File: src/rtl/key_scan_pkg.sv
// Shared types and helpers for the 4x4 keypad scanner.
package key_scan_pkg;

  localparam int NUM_ROWS = 4;
  localparam int NUM_COLS = 4;

  typedef enum logic [1:0] {
    SCAN     = 2'd0,
    PRESS_DB = 2'd1,
    HELD     = 2'd2,
    REL_DB   = 2'd3
  } state_e;

  typedef logic [3:0] key_code_t;

  // True when exactly one row line is pulled low; all-high or ghosted
  // multi-low patterns are treated as no key.
  function automatic logic one_low(input logic [NUM_ROWS-1:0] r);
    logic [2:0] n;
    n = 3'd0;
    for (int i = 0; i < NUM_ROWS; i++) begin
      if (!r[i]) n = n + 3'd1;
    end
    return (n == 3'd1);
  endfunction

  // Index of the (lowest) low bit; only meaningful when one_low() holds.
  function automatic logic [1:0] low_index(input logic [NUM_ROWS-1:0] r);
    logic [1:0] idx;
    idx = 2'd0;
    for (int i = NUM_ROWS - 1; i >= 0; i--) begin
      if (!r[i]) idx = 2'(i);
    end
    return idx;
  endfunction

endpackage

File: src/rtl/key_scan_tick.sv
// Free-running divider producing a one-clk strobe every DIV cycles.
// Shared with the 7-segment display driver.
module scan_tick #(
  parameter int DIV = 25000
) (
  input  logic clk,
  input  logic rst_n,
  output logic tick
);

  localparam int W = (DIV > 1) ? $clog2(DIV) : 1;
  localparam logic [W-1:0] DIV_LAST = W'(DIV - 1);

  logic [W-1:0] div_q, div_d;

  assign tick = (div_q == DIV_LAST);

  // Count 0..DIV-1 and wrap on the strobe cycle.
  always_comb begin
    div_d = tick ? '0 : div_q + W'(1);
  end

  // Divider register.
  always_ff @(posedge clk or negedge rst_n) begin
    if (!rst_n) div_q <= '0;
    else        div_q <= div_d;
  end

endmodule

File: src/rtl/key_scan.sv
// 4x4 keypad scanner: walks the columns, debounces press and release of a
// single key and reports {row_idx, col_idx} with valid/down/release flags.
//
// state    | meaning
// ---------+-----------------------------------------------------------
// SCAN     | walking columns, waiting for a clean one-low row pattern
// PRESS_DB | column frozen, counting stable ticks of the latched pattern
// HELD     | key accepted, watching only the latched row for release
// REL_DB   | latched row high, counting stable released ticks
module key_scan
  import key_scan_pkg::*;
#(
  parameter int SCAN_DIV       = 25000,
  parameter int DEBOUNCE_TICKS = 20
) (
  input  logic                clk,
  input  logic                rst_n,
  input  logic [NUM_ROWS-1:0] row,
  output logic [NUM_COLS-1:0] col,
  output key_code_t           key_code,
  output logic                key_valid,
  output logic                key_down,
  output logic                key_release
);

  localparam logic [1:0] ST_SCAN     = SCAN;
  localparam logic [1:0] ST_PRESS_DB = PRESS_DB;
  localparam logic [1:0] ST_HELD     = HELD;
  localparam logic [1:0] ST_REL_DB   = REL_DB;

  localparam int CW = (DEBOUNCE_TICKS > 1) ? $clog2(DEBOUNCE_TICKS) : 1;
  localparam logic [CW-1:0] CNT_LAST = CW'(DEBOUNCE_TICKS - 1);

  logic                tick;
  logic [NUM_ROWS-1:0] sync1_q;
  logic [NUM_ROWS-1:0] rs_q;

  logic [1:0]    state_q,   state_d;
  logic [1:0]    col_idx_q, col_idx_d;
  logic [1:0]    row_idx_q, row_idx_d;
  logic [CW-1:0] cnt_q,     cnt_d;
  key_code_t     code_q,    code_d;
  logic          valid_q,   valid_d;
  logic          down_q,    down_d;
  logic          rel_q,     rel_d;

  logic [NUM_ROWS-1:0] latched_pat;

  scan_tick #(
    .DIV (SCAN_DIV)
  ) u_scan_tick (
    .clk   (clk),
    .rst_n (rst_n),
    .tick  (tick)
  );

  // Rows are asynchronous keypad lines; two flops before the FSM sees them.
  always_ff @(posedge clk or negedge rst_n) begin
    if (!rst_n) begin
      sync1_q <= '1;
      rs_q    <= '1;
    end else begin
      sync1_q <= row;
      rs_q    <= sync1_q;
    end
  end

  assign latched_pat = ~(4'b0001 << row_idx_q);
  assign col         = ~(4'b0001 << col_idx_q);

  // Scan/debounce next-state logic; only tick cycles move the FSM, pulses
  // self-clear on every other cycle.
  always_comb begin
    state_d   = state_q;
    col_idx_d = col_idx_q;
    row_idx_d = row_idx_q;
    cnt_d     = cnt_q;
    code_d    = code_q;
    valid_d   = 1'b0;
    down_d    = down_q;
    rel_d     = 1'b0;

    if (tick) begin
      case (state_q)
        ST_SCAN: begin
          if (one_low(rs_q)) begin
            row_idx_d = low_index(rs_q);
            cnt_d     = '0;
            state_d   = ST_PRESS_DB;
          end else begin
            col_idx_d = col_idx_q + 2'd1;
          end
        end

        ST_PRESS_DB: begin
          if (rs_q == latched_pat) begin
            if (cnt_q == CNT_LAST) begin
              code_d  = {row_idx_q, col_idx_q};
              valid_d = 1'b1;
              down_d  = 1'b1;
              state_d = ST_HELD;
            end else begin
              cnt_d = cnt_q + CW'(1);
            end
          end else begin
            cnt_d   = '0;
            state_d = ST_SCAN;
          end
        end

        ST_HELD: begin
          if (rs_q[row_idx_q]) begin
            cnt_d   = '0;
            state_d = ST_REL_DB;
          end
        end

        ST_REL_DB: begin
          if (!rs_q[row_idx_q]) begin
            state_d = ST_HELD;
          end else if (cnt_q == CNT_LAST) begin
            down_d  = 1'b0;
            rel_d   = 1'b1;
            state_d = ST_SCAN;
          end else begin
            cnt_d = cnt_q + CW'(1);
          end
        end

        default: begin
          state_d = ST_SCAN;
        end
      endcase
    end
  end

  // FSM and output registers.
  always_ff @(posedge clk or negedge rst_n) begin
    if (!rst_n) begin
      state_q   <= ST_SCAN;
      col_idx_q <= 2'd0;
      row_idx_q <= 2'd0;
      cnt_q     <= '0;
      code_q    <= '0;
      valid_q   <= 1'b0;
      down_q    <= 1'b0;
      rel_q     <= 1'b0;
    end else begin
      state_q   <= state_d;
      col_idx_q <= col_idx_d;
      row_idx_q <= row_idx_d;
      cnt_q     <= cnt_d;
      code_q    <= code_d;
      valid_q   <= valid_d;
      down_q    <= down_d;
      rel_q     <= rel_d;
    end
  end

  assign key_code    = code_q;
  assign key_valid   = valid_q;
  assign key_down    = down_q;
  assign key_release = rel_q;

endmodule

File: config.mk
export PLATFORM = sky130hd
export DESIGN_NAME = key_scan
export DESIGN_NICKNAME = d
export VERILOG_FILES = /design/src/rtl/key_scan_pkg.sv /design/src/rtl/key_scan_tick.sv /design/src/rtl/key_scan.sv
export SDC_FILE = /design/constraint.sdc
export NUM_CORES = 1
export LEC_CHECK = 0
export BUFFER_PORTS_ARGS = -buffer_cell sky130_fd_sc_hd__clkbuf_2
export CAP_MARGIN = 20
export CORE_MARGIN = 8
export CORE_UTILIZATION = 59
export CTS_CLUSTER_SIZE = 12
export DETAILED_ROUTE_END_ITERATION = 6
export PLACE_DENSITY = 0.8
export SETUP_SLACK_MARGIN = 0.1
export SYNTH_ARGS = -nofsm -noshare
export SYNTH_HDL_FRONTEND = slang
export SYNTH_HIERARCHICAL = 1
export SYNTH_SLANG_ARGS = --single-unit
File: constraint.sdc
create_clock -name clk -period 3.55 [get_ports clk]
set_input_delay 0.355 -clock clk [delete_from_list [all_inputs] [get_ports clk]]
set_output_delay 0.355 -clock clk [all_outputs]
set_load 0.01 [all_outputs]
-- Yosys cells after proc, flatten, opt, wreduce, memory -nomap -nowiden
Index checks and enable logic that the tools add are counted.
- flip-flop bits (word level): 41
- bits of input ports: 6
- output and inout port bits: 11
- word-level logic and storage cells: 90
- $add $sub $neg: 6
- order comparisons: 1
- eq/ne operators: 15
- shift-type cells: 2
- mux-type cells: 44
- bitwise operators: 3
- reduce and logical (&&, ||, !) cells: 8
- operators by type and width (cell ; number):
    3-bit 2-to-1 mux ; 11
    5-bit 2-to-1 mux ; 5
    2-bit 2-to-1 mux ; 10
    5-bit case mux with 4 select lines ; 1
    15-bit by 1-bit adder with 15-bit output (second input constant) ; 1
    15-bit == test (second input constant) ; 1
    15-bit 2-to-1 mux ; 1
    1-bit 2-to-1 mux ; 13
    2-bit inequality test (second input constant) ; 6
    3-bit by 1-bit adder with 3-bit output (second input constant) ; 3
    4-bit NOT ; 2
    2-bit case mux with 4 select lines ; 1
    4-bit AND reduction ; 2
    1-bit by 2-bit left shift with 4-bit output (first input constant) ; 2
    3-bit inequality test (second input constant) ; 2
    3-bit AND reduction ; 2
    6-bit AND reduction ; 1
    5-bit by 1-bit adder with 5-bit output (second input constant) ; 1
    5-bit == test (second input constant) ; 1
    5-bit AND reduction ; 1
    2-bit == test (second input constant) ; 2
    4-bit == test ; 1
    3-bit by 1-bit == test with 1-bit output (second input constant) ; 1
    2-bit by 3-bit < comparator with 1-bit output (second input constant) ; 1
    7 further kinds ; 7

-- Logic depth before layout (Yosys ltp)
Gate-level depths: netlist of run 1.
- depth in word-level cells: 18
- depth in mapped cells: 10
- mapped depth without buffers: 10

-- Hierarchy
Netlist of run 1, hierarchy kept.
- by module, submodules not included (module ; times used ; cells each ; area each (sq um) ; seq. area each (sq um)):
    key_scan ; 1 ; 120 ; 1367.6 ; 660.6
    scan_tick ; 1 ; 76 ; 787.0 ; 375.4

-- Least setup slack after synthesis of run 1
No wires, ideal clock.
- kind: flip-flop to flip-flop
- start point: register rs_q[0]
- end point: register row_idx_q[0]
- library setup time: 0.125 ns
- arrival time: 2.553 ns
- data required time: 3.425 ns
- slack: 0.872 ns
- stages on the path, launching flop included: 9
- path buffers: 0
- period minus slack after synthesis: 2.678 ns
- cell sequence: dfstp_2 -> inv_1 -> ha_1 -> xnor2_1 -> ha_1 -> or3_1 -> a31oi_1 -> nor3b_1 -> mux2_2
- word-level cells in the longest chain between the ends: 17
- elaborated cells between the ends (all ways): 18
- classes of those cells: 3 x add/sub; 1 x eq/ne; 13 x mux; 1 x reduce/logical
- ends and longest elaborated chain (item ; line ; RTL):
    from (decl) ; key_scan.sv:36 ; logic [NUM_ROWS-1:0] rs_q;
    from (signal assigned) ; key_scan.sv:64 ; rs_q <= sync1_q;
    1-bit 2-to-1 mux ; key_scan_pkg.sv:22 ; if (!r[i]) n = n + 3'd1;
    3-bit 2-to-1 mux ; key_scan.sv:84 ; case (state_q)
    3-bit 2-to-1 mux ; key_scan.sv:83 ; if (tick) begin
    3-bit by 1-bit adder with 3-bit output ; key_scan_pkg.sv:22 ;
    3-bit 2-to-1 mux ; key_scan_pkg.sv:22 ;
    3-bit 2-to-1 mux ; key_scan.sv:84 ;
    3-bit 2-to-1 mux ; key_scan.sv:83 ;
    3-bit by 1-bit adder with 3-bit output ; key_scan_pkg.sv:22 ;
    3-bit 2-to-1 mux ; key_scan_pkg.sv:22 ;
    3-bit 2-to-1 mux ; key_scan.sv:84 ;
    3-bit 2-to-1 mux ; key_scan.sv:83 ;
    3-bit by 1-bit adder with 3-bit output ; key_scan_pkg.sv:22 ;
    3-bit 2-to-1 mux ; key_scan_pkg.sv:22 ;
    3-bit 2-to-1 mux ; key_scan.sv:84 ;
    3-bit 2-to-1 mux ; key_scan.sv:83 ;
    3-bit by 1-bit == test with 1-bit output ; key_scan_pkg.sv:24 ; return (n == 3'd1);
    3-bit AND reduction (no line) ; - ;
    to (signal assigned) ; key_scan.sv:151 ; row_idx_q <= row_idx_d;
    to (decl) ; key_scan.sv:40 ; logic [1:0] row_idx_q, row_idx_d;
Several ways; a longest one is shown, not always the timed one. The select of a mux whose other input is x is not followed.
A chain may end at the register's enable or synchronous reset.

-- Worst setup path after layout of run 1
- start point: register rs_q[0]
- end point: register row_idx_q[1]
The elaborated chain is that of the path after synthesis.

==> impl_metrics.py, run 1 <==
metrics = {
    "cells_and_area": {
        "fillers": 274,
        "final_nets": 230,
        "final_common_cell": "dfrtp_1",
        "final_layout_size_suffix_gt1_frac": 0.218,
        "final_cell_mix": "33 x dfrtp_1, 16 x nand3_1, 16 x clkbuf_2, 10 x inv_1",
        "antenna_cells": 0,
        "areaGrowthSynthToFinish_pct": 11.6,
    },
    "logic_synthesis": {
        "ys_ff_latch": 41,
        "synth_top_area_frac": 0.383,
        "synth_compound_area_frac": 0.0981,
        "synth-simple-area-share": 0.236,
        "syn-num-nets": 211,
        "async_reset_ff_frac": 1.00,
        "synth_xor_area_frac": 0.0447,
        "synth_edf_count": 0,
        "ys_seq_area_frac": 0.481,
        "avgSynthCellArea_um2": 11.0,
        "synth_area_mm2": 0.00215,
        "synth_top_family_by_area": "simple AND/OR/NAND/NOR gates",
        "synth_fa_ha_area_frac": 0.0523,
        "synth_area_leaders": "dfrtp_1 38%, dfstp_2 9.8%, ha_1 5.2%, nand3_1 3.7%, xor2_1 2.8%",
        "ys.flop_type": "dfrtp_1",
        "ys_warn_count": 6,
        "synthMuxAreaShare": 0.0557,
        "synth_top_area_cell": "dfrtp_1",
        "synthCells": 196,
        "synthDistinctLibCells": 47,
    },
    "timing": {
        "setup_viol": 0,
        "layout_min_cycle_time_ns": 2.92,
        "final_hold_viol_count": 0,
        "max_slew.worst_pin.slew_ns": 0.800,
        "maxClockFrequency_mhz": 343,
        "fin_skew_ns": 0.00897,
        "slew_violations": 0,
        "post-route-period-util": 0.821,
        "fin_tns_setup_ns": 0,
        "setup_slack_ns": 0.635,
        "max-slew-margin-rel": 0.462,
        "grt_setup_unrepaired": "no",
    },
    "drt": {
        "wl_per_cell_um": 15.6,
        "routed_wirelength_mm": 4.12,
        "postRouteAntennaNets": 0,
        "firstDrtPassIters": 5,
        "first_iter_violations": 89,
        "via_per_inst": 6.15,
        "vias": 1624,
        "drc": 0,
    },
    "pwr": {
        "powerDensity_mw_per_mm2": 370,
        "total_power_uw": 890,
        "p_leak_uw": 0.00111,
        "ir_drop_v": 0.000321,
    },
    "clock_network": {
        "cts_buffer_depth": 2,
        "cts_tree": "built",
        "h-tree-depth": 2,
        "insertion_delay_ns": 0.37,
        "cts_setup_buffers": 0,
        "numCtsBuffers": 5,
        "clock_sinks": 41,
        "path_clk_slew_ns": 0.12,
        "cts-root-buf": "clkbuf_4",
    },
    "setup_path": {
        "rr_worst_depth": 8,
        "crit_required_ns": 3.81,
        "cp_max_fo": 7,
        "worstSetupPathType": "flop to flop",
        "end_kind": "flop",
        "start_kind": "flop",
        "crit_arrival_ns": 3.18,
    },
    "grt": {
        "grtUsageTotal": 0.149,
        "first_global_vias": 1573,
        "grt_max_degree": 42,
        "grt_pass1_wl_mm": 7.27,
        "grt_antenna_before_repair": 0,
        "grt_overflow_total": 0,
    },
    "floorplanning": {
        "core_mm2": 0.00358,
        "initial_core_util": 0.602,
        "io_pins": 17,
        "die_w_um": 76.4,
        "rows": 22,
        "die-area_mm2": 0.00584,
        "dieHeight_um": 76.4,
    },
    "placed_design": {
        "globalplace.congestion": 0.860,
        "port_buffers": 16,
        "pre_cts_ws_ns": 0.679,
        "hpwl_mm": 2.91,
    },
    "outcome": {
        "status": "complete, no violations",
    },
    "min_path": {
        "hold_depth": 1,
        "hold_class": "input pin to flop",
    },
    "run": {
        "max_cap_violations": 0,
    },
}
synth_stat cells (3+ instances only):
cell / n
a21o_1: 4
a21oi_1: 9
a31oi_1: 3
buf_2: 3
dfrtp_1: 33
dfstp_2: 8
ha_1: 9
inv_1: 10
mux2_2: 3
mux2_4: 4
nand2_1: 9
nand3_1: 16
nand3b_1: 3
nand4_1: 3
nor2_1: 7
nor3_1: 5
nor4_1: 6
o21ai_0: 6
or3_1: 5
or3b_1: 3
or4_1: 3
xnor2_1: 4
xor2_1: 7
registers in the layout (all words and copies together), names as in the netlist:
signal / count
key_release: 1
state_q: 2
col_idx_q: 2
row_idx_q: 2
key_code: 4
key_valid: 1
key_down: 1
cnt_q: 5
u_scan_tick/div_q: 15
rs_q: 4
sync1_q: 4
per-layer routing:
metal	track usage	share of wire	vias to the layer above	routed length [µm]
met5	0	0	-	0
met3	0.0590	0.055	15	225
met2	0.243	0.51	54	2090
li1	-	-	768	-
met4	0.0615	0.023	0	96
met1	0.169	0.42	787	1710
cell type report:
cell class / instances / area (µm²) / share of cell area
clock buffer: 5 / 37.5 / 0.0156
clock inverter: 3 / 65.1 / 0.0271
inverter: 10 / 37.5 / 0.0156
multi-input combinational: 138 / 1050 / 0.437
sequential: 41 / 1040 / 0.431
tap: 48 / 60.1 / 0.0250
timing repair buffer: 19 / 118 / 0.0489
logic make-up (layout without fill, tap and decap cells):
group / Yosys count / in the layout
adder cells (fa/ha/maj): 9 / 9
XOR/XNOR: 11 / 11
multiplexers: 8 / 8
flip-flops: 41 / 41
buffers and inverters: 17 / 37
AND/OR/NAND/NOR: 78 / 78
AO/OA/AOI/OAI: 32 / 32
metrics by stage:
| step | instance area (µm²) | hold slack, ns | utilization | cells |
|---|---|---|---|---|
| 2_1_floorplan | 2150 | 0.0594 | - | 196 |
| 5_1_grt | 2400 | 0.0280 | 0.672 | 264 |
| 4_1_cts | 2370 | 0.0473 | 0.663 | 262 |
| 6_report | 2400 | 0.0602 | 0.672 | 264 |
| 3_5_place_dp | 2270 | 0.350 | 0.635 | 254 |
| 3_3_place_gp | 2270 | 0.346 | 0.635 | 254 |
path summary, 6_finish.rpt:
path | start | end | slack (ns)
max | rs_q[0]$_DFF_PN1_ | row_idx_q[1]$_DFFE_PN0P_ | 0.63
min | row[0] | sync1_q[0]$_DFF_PN1_ | 0.06
max reg2reg | rs_q[0]$_DFF_PN1_ | row_idx_q[1]$_DFFE_PN0P_ | 0.63
min reg2reg | sync1_q[1]$_DFF_PN1_ | rs_q[1]$_DFF_PN1_ | 0.37
max in group asynchronous | rst_n | sync1_q[3]$_DFF_PN1_ | 2.66
min in group asynchronous | rst_n | key_code[3]$_DFFE_PN0P_ | 0.38
critical path, stage by stage (launching register included):
cell,delay [ns]
dfstp_2,0.60
inv_1,0.07
ha_1,0.35
xnor2_1,0.22
ha_1,0.26
or3_1,0.36
a31oi_1,0.23
nor3b_1,0.35
mux2_2,0.38
timing repair:
action                                 in CTS  in global routing
endpoints found under the hold margin       0                  6
hold buffers                                0                  1
gates resized for setup                     0                  0
where the power goes:
part           total (µW)  internal (µW)  switching, µW
clock network         374            218            156
registers             481            475           5.29
logic                35.0           15.3           19.6
No activity file was read; power rests on OpenSTA's default activity.
==> run 2: changes to the inputs <==
--- a/config.mk
+++ b/config.mk
@@ -5,13 +5,14 @@
 export SDC_FILE = /design/constraint.sdc
 export NUM_CORES = 1
 export LEC_CHECK = 0
+export ABC_AREA = 1
 export BUFFER_PORTS_ARGS = -buffer_cell sky130_fd_sc_hd__clkbuf_2
 export CAP_MARGIN = 20
 export CORE_MARGIN = 8
-export CORE_UTILIZATION = 59
+export CORE_UTILIZATION = 54
 export CTS_CLUSTER_SIZE = 12
 export DETAILED_ROUTE_END_ITERATION = 6
-export PLACE_DENSITY = 0.8
+export PLACE_DENSITY = 0.76
 export SETUP_SLACK_MARGIN = 0.1
 export SYNTH_ARGS = -nofsm -noshare
 export SYNTH_HDL_FRONTEND = slang
==> constraint.sdc (replaced) <==
create_clock -name clk -period 2.55 [get_ports clk]
set_input_delay 0.255 -clock clk [delete_from_list [all_inputs] [get_ports clk]]
set_output_delay 0.255 -clock clk [all_outputs]
set_load 0.01 [all_outputs]
==> run 2 against run 1 <==
Compared with the run above: die area is 20% higher; clock skew about the same; synthesized cell count grew 65%; non-clock buffer count rose by 1; core utilization shrank 3.9 points; sequential share of layout area decreased by 5.8 points; clock power rose by 9.4%; critical path type unchanged.
==> impl_metrics.py, run 2 <==
metrics = {
    "outcome": {
        "status": "complete, no violations",
    },
    "cells_and_area": {
        "areaGrowthSynthToFinish_pct": 11.7,
        "top_regs": "u_scan_tick/div_q x15, cnt_q x5",
        "multi_input_area_mm2": 0.00128,
        "final_common_cell": "nand2_1",
        "final_layout_size_suffix_gt1_frac": 0.240,
        "antenna_cells": 0,
        "largest_register_ffs": 15,
        "final_nets": 364,
        "fillers": 410,
        "top_register": "u_scan_tick/div_q",
        "regArea_mm2": 0.00104,
        "final_cell_mix": "86 x nand2_1, 39 x inv_1, 34 x nor2_1, 33 x dfrtp_1, 21 x nand3_1",
    },
    "clock_network": {
        "cts_tree": "built",
        "cts-root-buf": "clkbuf_8",
        "cts_buffer_depth": 2,
        "numCtsBuffers": 5,
        "clock_sinks": 41,
        "h-tree-depth": 2,
        "path_clk_slew_ns": 0.07,
        "insertion_delay_ns": 0.30,
    },
    "placed_design": {
        "hpwl_mm": 3.57,
        "port_buffers": 16,
        "pre_cts_ws_ns": 0.141,
        "globalplace.congestion": 0.904,
    },
    "logic_synthesis": {
        "ys_ff_latch": 41,
        "synth_top_area_cell": "dfrtp_1",
        "ys.flop_type": "dfrtp_1",
        "synth_edf_count": 0,
        "async_reset_ff_frac": 1.00,
        "ys_warn_count": 6,
        "synthTopCellsByCount": "86 x nand2_1, 39 x inv_1, 34 x nor2_1",
        "synth.most_common_cell": "nand2_1",
        "synth_area_leaders": "dfrtp_1 33%, nand2_1 13%, dfstp_2 8.5%, inv_1 5.9%, nor2_1 5.1%",
        "synth_top_area_frac": 0.333,
        "ys_seq_area_frac": 0.417,
        "synthCells": 323,
        "syn-num-nets": 338,
        "synthDistinctLibCells": 27,
        "synth_area_mm2": 0.00248,
        "avgSynthCellArea_um2": 7.69,
    },
    "floorplanning": {
        "die_w_um": 83.8,
        "rows": 24,
        "core_mm2": 0.00438,
        "die-area_mm2": 0.00702,
        "dieHeight_um": 83.8,
        "io_pins": 17,
        "initial_core_util": 0.566,
    },
    "setup_path": {
        "crit_required_ns": 2.74,
        "r2r_slack_ns": 0.14,
        "r2r_start": "rs_q[1]$_DFF_PN1_",
        "cp-startpoint": "rs_q[1]$_DFF_PN1_",
        "cp_cell_sequence": "inv_1 -> ha_4 -> inv_1 -> nand2_2 -> nand2_1 -> ha_1 -> or2_1 -> nand2_2 -> nand3_4 -> nand2_2 -> nand3_2 -> nand2_1 -> nand2_1",
        "cp_max_fo": 4,
        "start_kind": "flop",
        "worstSetupPathType": "flop to flop",
        "crit_arrival_ns": 2.60,
        "cp_slowest_stage_delay_ns": 0.57,
        "end_kind": "flop",
        "rr_worst_depth": 13,
        "r2r-end": "cnt_q[1]$_DFFE_PN0P_",
        "cpMaxStageDelayCell": "dfstp_2",
        "setup.worst_path.end": "cnt_q[1]$_DFFE_PN0P_",
    },
    "grt": {
        "grt_overflow_total": 0,
        "grtUsageTotal": 0.141,
        "grt_max_degree": 42,
        "grt_pass1_wl_mm": 8.34,
        "grt_antenna_before_repair": 0,
        "first_global_vias": 1839,
    },
    "min_path": {
        "hold_class": "input pin to flop",
    },
    "drt": {
        "drc": 0,
        "postRouteAntennaNets": 0,
        "first_iter_violations": 68,
        "wl_per_cell_um": 12.5,
        "firstDrtPassIters": 5,
        "via_per_inst": 5.20,
        "vias": 2092,
        "routed_wirelength_mm": 5.03,
    },
    "timing": {
        "grt_setup_unrepaired": "yes",
        "fin_skew_ns": 0.00862,
        "max-slew-margin-rel": 0.725,
        "post-route-period-util": 0.946,
        "setup_viol": 0,
        "setup_slack_ns": 0.139,
        "final_hold_viol_count": 0,
        "maxClockFrequency_mhz": 415,
        "slew_violations": 0,
        "layout_min_cycle_time_ns": 2.41,
        "fin_tns_setup_ns": 0,
        "max_slew.worst_pin.slew_ns": 0.411,
    },
    "pwr": {
        "powerDensity_mw_per_mm2": 418,
        "ir_drop_v": 0.000359,
        "p_leak_uw": 0.00137,
    },
    "run": {
        "max_cap_violations": 0,
    },
}
[run 2: cell types whose count changed after synthesis, moves of 6 or more]
cell	before	now
nand2_1	9	86
inv_1	10	39
nor2_1	7	34
nand2_2	0	18
o21ai_1	0	12
inv_2	0	9
nand4_1	3	9
nor4_1	6	0
[run 2: worst max-delay path, delay by kind of cell (launching register included)]
kind                       cells  cell delay, ns
adders and majority gates      2            0.61
buffers and inverters          2            0.16
DFF                            1            0.57
and+or+nand+nor                9            0.97
[run 2: routing by layer]
| metal | global-route usage | vias to the layer above | share of wire |
|---|---|---|---|
| li1 | - | 1061 | - |
| met1 | 0.167 | 973 | 0.42 |
| met2 | 0.235 | 45 | 0.52 |
| met3 | 0.0400 | 13 | 0.040 |
| met4 | 0.0518 | 0 | 0.023 |
| met5 | 0 | - | 0 |
[run 2: worst min-delay path by stage]
stage                     slack (ns)  depth (start not counted)    from                    to
after global routing            0.02                          1  row[0]  sync1_q[0]$_DFF_PN1_
after CTS                       0.03                          1  row[0]  sync1_q[0]$_DFF_PN1_
after floorplan                -0.04                          0   rst_n  cnt_q[0]$_DFFE_PN0P_
after detailed placement        0.34                          1  row[0]  sync1_q[0]$_DFF_PN1_
final                           0.04                          1  row[0]  sync1_q[0]$_DFF_PN1_
after global placement          0.34                          1  row[2]  sync1_q[2]$_DFF_PN1_
[run 2: logic make-up (layout without fill, tap and decap cells)]
group | count (synthesis) | in the layout | synth area share
AND/OR/NAND/NOR | 192 | 193 | 0.383
flip-flops | 41 | 41 | 0.417
buffers and inverters | 51 | 77 | 0.0822
XOR/XNOR | 6 | 6 | 0.0212
adder cells (fa/ha/maj) | 9 | 9 | 0.0454
AO/OA/AOI/OAI | 24 | 24 | 0.0509
[run 2: cell type report]
class | count | share of cell area
multi-input combinational | 232 | 0.461
sequential | 41 | 0.373
tap | 52 | 0.0235
clock buffer | 6 | 0.0262
clock inverter | 2 | 0.00361
timing repair buffer | 20 | 0.0451
inverter | 49 | 0.0668
[run 2: repair_timing]
item | in CTS | in global routing
resized for setup | 0 | 4
endpoints found under the hold margin | 0 | 14
buffers inserted | 0 | 2
setup endpoints to repair | 0 | 11
hold buffers | 0 | 1
[run 2: power by group]
| part | switching, µW | total, µW | internal [µW] | leakage (µW) |
|---|---|---|---|---|
| logic | 53.6 | 83.9 | 30.3 | 0.000798 |
| clock network | 219 | 409 | 190 | 0.0000450 |
| registers | 6.35 | 668 | 662 | 0.000531 |
| total | 279 | 1160 | 882 | 0.00137 |
[run 2: per-stage QoR]
step / instances / total power (µW) / hold WS, ns / area [µm²] / util
2_1_floorplan: 323 / 724 / -0.0406 / 2480 / -
3_3_place_gp: 389 / 746 / 0.343 / 2610 / 0.595
3_5_place_dp: 389 / 750 / 0.344 / 2610 / 0.595
4_1_cts: 397 / 1170 / 0.0264 / 2690 / 0.614
5_1_grt: 402 / 1220 / 0.0196 / 2770 / 0.633
6_report: 402 / 1160 / 0.0385 / 2770 / 0.633
